**src/rtl/expstate_irq_arbiter.sv**
```systemverilog
// expstate_irq_arbiter
//   Arbitrates exported-state writes from two cores onto one shared registered
//   TIE_EXPSTATE bus. It watches masked changes on that bus and sequences the
//   shared level interrupt BInterrupt06.
//
// Ports
//   CLK, BReset            clock, synchronous active-high reset
//   c0_vld/c0_data/c0_rdy  core0 write request / value / accepted this cycle
//   c1_vld/c1_data/c1_rdy  core1 write request / value / accepted this cycle
//   cfg_mask               bits whose change raises an event
//   cfg_irq_en             interrupt (event) enable
//   irq_ack                single-cycle interrupt acknowledge
//   TIE_EXPSTATE           shared registered state
//   BInterrupt06           shared level interrupt
//   last_writer            0 = core0, 1 = core1 made the last accepted write
//   missed_cnt             saturating count of events lost while busy
//
// Build option
//   EXPSTATE_MISSCNT_EN    when defined, missed_cnt is implemented; otherwise it is 0.
module expstate_irq_arbiter #(
    parameter int unsigned WIDTH   = 32,
    parameter int unsigned HOLDOFF = 4,
    parameter int unsigned CNT_W   = 8
) (
    input  logic             CLK,
    input  logic             BReset,
    input  logic             c0_vld,
    input  logic [WIDTH-1:0] c0_data,
    output logic             c0_rdy,
    input  logic             c1_vld,
    input  logic [WIDTH-1:0] c1_data,
    output logic             c1_rdy,
    input  logic [WIDTH-1:0] cfg_mask,
    input  logic             cfg_irq_en,
    input  logic             irq_ack,
    output logic [WIDTH-1:0] TIE_EXPSTATE,
    output logic             BInterrupt06,
    output logic             last_writer,
    output logic [CNT_W-1:0] missed_cnt
);

    typedef enum logic [1:0] {StIdle, StAssert, StHoldoff} state_e;

    localparam logic [7:0] HoldLoad = 8'(HOLDOFF - 1);

    state_e           state_q, state_d;
    logic             rr_ptr_q, rr_ptr_d;
    logic [WIDTH-1:0] expstate_q;
    logic             last_writer_q;
    logic             irq_q, irq_d;
    logic             pend_q, pend_d;
    logic [7:0]       hold_q, hold_d;
    logic             miss_inc;

    logic             grant0, grant1, grant;
    logic [WIDTH-1:0] wdata;
    logic             ev;

    // rr_ptr picks the winner only when both request; reset forces rdy low
    // so that in-flight writes are dropped.
    assign grant0 = !BReset && c0_vld && (!c1_vld || !rr_ptr_q);
    assign grant1 = !BReset && c1_vld && (!c0_vld ||  rr_ptr_q);
    assign grant  = grant0 || grant1;
    assign wdata  = grant1 ? c1_data : c0_data;
    assign ev     = grant && cfg_irq_en && (((wdata ^ expstate_q) & cfg_mask) != '0);

    // Point at the side that lost (or did not take) this grant.
    assign rr_ptr_d = grant ? grant0 : rr_ptr_q;

    assign c0_rdy       = grant0;
    assign c1_rdy       = grant1;
    assign TIE_EXPSTATE = expstate_q;
    assign BInterrupt06 = irq_q;
    assign last_writer  = last_writer_q;

    always_comb begin
        state_d  = state_q;
        irq_d    = 1'b0;
        pend_d   = pend_q;
        hold_d   = hold_q;
        miss_inc = 1'b0;
        unique case (state_q)
            StIdle: begin
                if (ev || pend_q) begin
                    state_d = StAssert;
                    pend_d  = 1'b0;
                end
            end
            StAssert: begin
                irq_d = 1'b1;
                if (irq_ack) begin
                    state_d = StHoldoff;
                    irq_d   = 1'b0;
                    hold_d  = HoldLoad;
                end
                if (ev) begin
                    if (pend_q) miss_inc = 1'b1;
                    else        pend_d   = 1'b1;
                end
            end
            StHoldoff: begin
                if (hold_q == 8'd0) begin
                    // A queued event re-asserts straight away so the line is
                    // low for exactly HOLDOFF cycles; the IDLE hop is folded in.
                    if (ev || pend_q) begin
                        state_d = StAssert;
                        irq_d   = 1'b1;
                        pend_d  = 1'b0;
                    end else begin
                        state_d = StIdle;
                    end
                end else begin
                    hold_d = hold_q - 8'd1;
                    if (ev) begin
                        if (pend_q) miss_inc = 1'b1;
                        else        pend_d   = 1'b1;
                    end
                end
            end
            default: state_d = StIdle;
        endcase
    end

    always_ff @(posedge CLK) begin
        if (BReset) begin
            state_q       <= StIdle;
            rr_ptr_q      <= 1'b0;
            expstate_q    <= '0;
            last_writer_q <= 1'b0;
            irq_q         <= 1'b0;
            pend_q        <= 1'b0;
            hold_q        <= 8'd0;
        end else begin
            state_q  <= state_d;
            rr_ptr_q <= rr_ptr_d;
            irq_q    <= irq_d;
            pend_q   <= pend_d;
            hold_q   <= hold_d;
            if (grant) begin
                expstate_q    <= wdata;
                last_writer_q <= grant1;
            end
        end
    end

`ifdef EXPSTATE_MISSCNT_EN
    logic [CNT_W-1:0] miss_q;

    always_ff @(posedge CLK) begin
        if (BReset) begin
            miss_q <= '0;
        end else if (miss_inc && (miss_q != '1)) begin
            miss_q <= miss_q + 1'b1;
        end
    end

    assign missed_cnt = miss_q;
`else
    logic unused_miss_inc;
    assign unused_miss_inc = miss_inc;
    assign missed_cnt      = '0;
`endif

endmodule

```
**config.mk**
```make
export PLATFORM = sky130hd
export DESIGN_NAME = expstate_irq_arbiter
export DESIGN_NICKNAME = d
export VERILOG_FILES = /design/src/rtl/expstate_irq_arbiter.sv
export SDC_FILE = /design/constraint.sdc
export NUM_CORES = 1
export LEC_CHECK = 0
export ABC_AREA = 1
export CELL_PAD_IN_SITES_DETAIL_PLACEMENT = 1
export CELL_PAD_IN_SITES_GLOBAL_PLACEMENT = 1
export CORE_MARGIN = 2
export CORE_UTILIZATION = 42
export CTS_BUF_LIST = sky130_fd_sc_hd__clkbuf_4 sky130_fd_sc_hd__clkbuf_8 sky130_fd_sc_hd__clkbuf_16
export DETAILED_ROUTE_END_ITERATION = 8
export DONT_BUFFER_PORTS = 1
export PLACE_DENSITY_LB_ADDON = 0.1
export REMOVE_ABC_BUFFERS = 1
export SYNTH_ARGS = -nofsm -noshare
export SYNTH_HDL_FRONTEND = slang
export SYNTH_SLANG_ARGS = --single-unit
```
**constraint.sdc**
```tcl
create_clock -name CLK -period 2.6 [get_ports CLK]
set_input_delay 0.26 -clock CLK [delete_from_list [all_inputs] [get_ports CLK]]
set_output_delay 0.26 -clock CLK [all_outputs]
set_load 0.1 [all_outputs]
```
==> impl_metrics.sql <==
INSERT INTO impl_metrics (metric_group, metric, value, unit) VALUES
('pwr', 'switching_power', '0.00129', 'W'),
('die', 'placement_rows', '31', ''),
('die', 'horizontal_die_dimension', '90.5', 'microns'),
('grt', 'grt_first_pass_wirelength', '17200', 'microns'),
('sta', 'max_frequency', '437', 'MHz'),
('grt', 'grt_antenna_before_repair', '0', ''),
('sta', 'clock_skew', '0.0103', 'ns'),
('clock_tree', 'tritoncts_clock_tree', 'done', ''),
('routing', 'drc', '0', ''),
('cells_and_area', 'num_antenna_cells', '0', ''),
('run', 'max_cap_viol_count', '0', ''),
('synthesis', 'synth_cell_types', '28', ''),
('pwr', 'max-vdd-ir-drop', '0.263', 'mV'),
('sta', 'final_critical_path_setup_slack', '0.311', 'ns'),
('sta', 'fin_setup_tns', '0', 'ns'),
('place', 'io_buffer_count', '0', ''),
('outcome', 'run_status', 'complete, no violations', ''),
('min_path', 'hold_path_startpoint', 'BReset', ''),
('synthesis', 'synth.yosys.seq_area_share', '29.3', '%'),
('clock_tree', 'insertion_delay', '0.31', 'ns'),
('synthesis', 'post-synth-top-area-cell', 'sky130_fd_sc_hd__dfxtp_1', ''),
('synthesis', 'post_synth_instance_area', '3140', 'sq um'),
('worst_setup_path', 'crit_buf_inv', '3', ''),
('synthesis', 'postSynthCellCount', '491', ''),
('sta', 'worstMarginPinSlew', '0.942', 'ns'),
('pwr', 'seqPwrFrac', '34.0', '%'),
('clock_tree', 'clock_sinks', '46', ''),
('clock_tree', 'clk_pin_slew', '0.10', 'ns'),
('clock_tree', 'cts_root_buf', 'sky130_fd_sc_hd__clkbuf_8', ''),
('pwr', 'pwr_density_cell', '771', 'nW/um^2'),
('worst_setup_path', 'worst_path_max_delay_cell', 'sky130_fd_sc_hd__dfxtp_1', ''),
('pwr', 'cellLeakagePower', '1.70', 'nW'),
('routing', 'avgRoutedWirePerCell', '16.7', 'microns'),
('worst_setup_path', 'crit_path_max_incr_delay', '0.37', 'ns'),
('worst_setup_path', 'worst-endpoint-arrival', '2.48', 'ns'),
('min_path', 'number_of_cells_traversed_by_the_worst_hold_path', '1', ''),
('routing', 'vias_per_cell', '5.53', ''),
('min_path', 'min-delay-path-class', 'primary input to flip-flop', ''),
('pwr', 'internal-power', '0.00148', 'W'),
('worst_setup_path', 'timing.reg2reg.worst_path_depth', '10', ''),
('worst_setup_path', 'timing.rr.start', 'state_q[0]', ''),
('cells_and_area', 'final_nets', '626', ''),
('routing', 'dr_total_vias', '3405', ''),
('sta', 'final_period_minus_worst_setup_slack', '2.29', 'ns'),
('pwr', 'power.combinational.fraction', '45.9', '%'),
('clock_tree', 'cts_inserted_buffers', '5', ''),
('die', 'floorplan.io_pins', '146', ''),
('worst_setup_path', 'regToRegSetupSlack', '0.31', 'ns'),
('worst_setup_path', 'timing.critical_path.cells', 'inv_1 -> ha_1 -> inv_1 -> nor2_1 -> inv_1 -> a21oi_2 -> nand3_1 -> nor3_1 -> and3_1 -> nor3_1', ''),
('sta', 'period_share', '88.1', '%'),
('place', 'pre_cts_slack', '0.265', 'ns'),
('synthesis', 'synth_largest_type_area_fraction', '29.3', '%'),
('pwr', 'p_clk_share', '20.1', '%'),
('worst_setup_path', 'crit_required', '2.79', 'ns'),
('sta', 'worst_hold_slack', '0.0261', 'ns'),
('cells_and_area', 'syn_to_final_growth', '14.3', '%'),
('worst_setup_path', 'critPathLaunchType', 'flip-flop', ''),
('synthesis', 'synth_seq_cells', '46', ''),
('sta', 'slew_headroom', '37.1', '%'),
('pwr', 'power.share.switching', '46.6', '%'),
('grt', 'total_global_route_track_usage', '25.3', '%'),
('worst_setup_path', 'crit_type', 'flip-flop to flip-flop', ''),
('synthesis', 'synth.top_cells.by_area', 'sky130_fd_sc_hd__dfxtp_1, sky130_fd_sc_hd__nand2_1, sky130_fd_sc_hd__nand3_1', ''),
('grt', 'grt_pass1_vias', '3674', ''),
('routing', 'first_iter_violations', '103', ''),
('die', 'floorplan.die.height', '90.5', 'microns'),
('clock_tree', 'max-clock-path-buffers', '2', ''),
('worst_setup_path', 'cpLargestDelayFamily', 'simple AND/OR/NAND/NOR gates', ''),
('worst_setup_path', 'crit_path_max_fanout', '6', ''),
('place', 'gp_congestion', '0.814', ''),
('place', 'dp_hpwl', '7580', 'microns');
-- cell type report --
type	count	area, sq um
fill	1020	3660
multi-input combinational	378	1920
sequential	46	921
timing repair buffer	41	348
inverter	44	165
tap	99	124
clock buffer	6	76.3
clock inverter	2	37.5
-- cell families (layout without fill, tap and decap cells) --
kind of cell / Yosys count / in the layout / share of synthesized area (%)
simple gates: 281 / 281 / 41.8
compound gates: 78 / 78 / 14.0
buf+inv: 74 / 93 / 10.7
flops: 46 / 46 / 29.3
fa+ha+maj: 8 / 8 / 3.18
xor+xnor: 3 / 3 / 0.836
other cells: 1 / 8 / 0.119
-- cell usage after synthesis (all sizes together) --
master / number
nor3: 3
a21oi: 7
buf: 20
conb: 1
nor4: 1
xnor2: 1
a211oi: 1
o21ai: 35
clkbuf: 10
o22ai: 1
inv: 44
xor2: 2
nand3: 88
nand2: 129
and3: 2
nor2: 26
dfxtp: 46
nor3b: 1
a31oi: 34
nand3b: 31
ha: 8
-- through the flow --
step                      utilization [%]  cell area (sq um)  cells  total power (W)
after global routing                 49.5               3590    616          0.00297
after global placement               47.7               3460    607          0.00217
final                                49.5               3590    616          0.00277
after CTS                            49.4               3580    616          0.00279
after detailed placement             47.7               3460    607          0.00222
after floorplan                         -               3000    468          0.00193
-- power by group through the flow --
stage,clock network [W],logic (W),registers [W]
global placement,0,0.00123,0.000947
floorplan,0,0.000657,0.00127
finish,0.000557,0.00127,0.000942
CTS,0.000575,0.00128,0.000940
global route,0.000603,0.00140,0.000960
detailed placement,0,0.00127,0.000955
-- sequential cells by signal, indices dropped and copies added (netlist names) --
register	cells
pend_q	1
state_q	2
rr_ptr_q	1
TIE_EXPSTATE	32
hold_q	8
last_writer	1
BInterrupt06	1
-- worst max path at each step --
stage                           from    endpoint  cells after the start
after floorplan               c1_vld  state_q[0]                     11
after global placement      rr_ptr_q  state_q[0]                     18
after detailed placement    rr_ptr_q  state_q[0]                     18
after CTS                   rr_ptr_q  state_q[0]                     18
after global routing      state_q[0]   hold_q[7]                     10
final                     state_q[0]   hold_q[7]                     10
-- cells in the final DEF, fill, tap and decap left out, drive strengths merged, types with 2 or more instances in the layout --
cell type,Yosys,routed
a21oi,7,7
a31oi,34,34
and3,2,2
buf,20,40
clkbuf,10,6
conb,1,8
dfxtp,46,46
ha,8,8
inv,44,44
nand2,129,129
nand3,88,88
nand3b,31,31
nor2,26,26
nor3,3,3
o21ai,35,35
xor2,2,2
-- routing by layer --
| metal | up-vias | wire (microns) | GRT usage, % |
|---|---|---|---|
| li1 | 1692 | - | - |
| met1 | 1601 | 4370 | 29.6 |
| met2 | 104 | 5140 | 46.6 |
| met3 | 8 | 662 | 5.93 |
| met4 | 0 | 136 | 5.90 |
| met5 | - | 0 | 0 |
-- what timing repair did --
item / in CTS / in global routing
hold buffers: 1 / 0
gates resized for setup: 0 / 1
endpoints found under the hold margin: 1 / 0
buffers inserted: 0 / 0
setup endpoints to repair: 0 / 2
(Power assumes the default switching activity.)
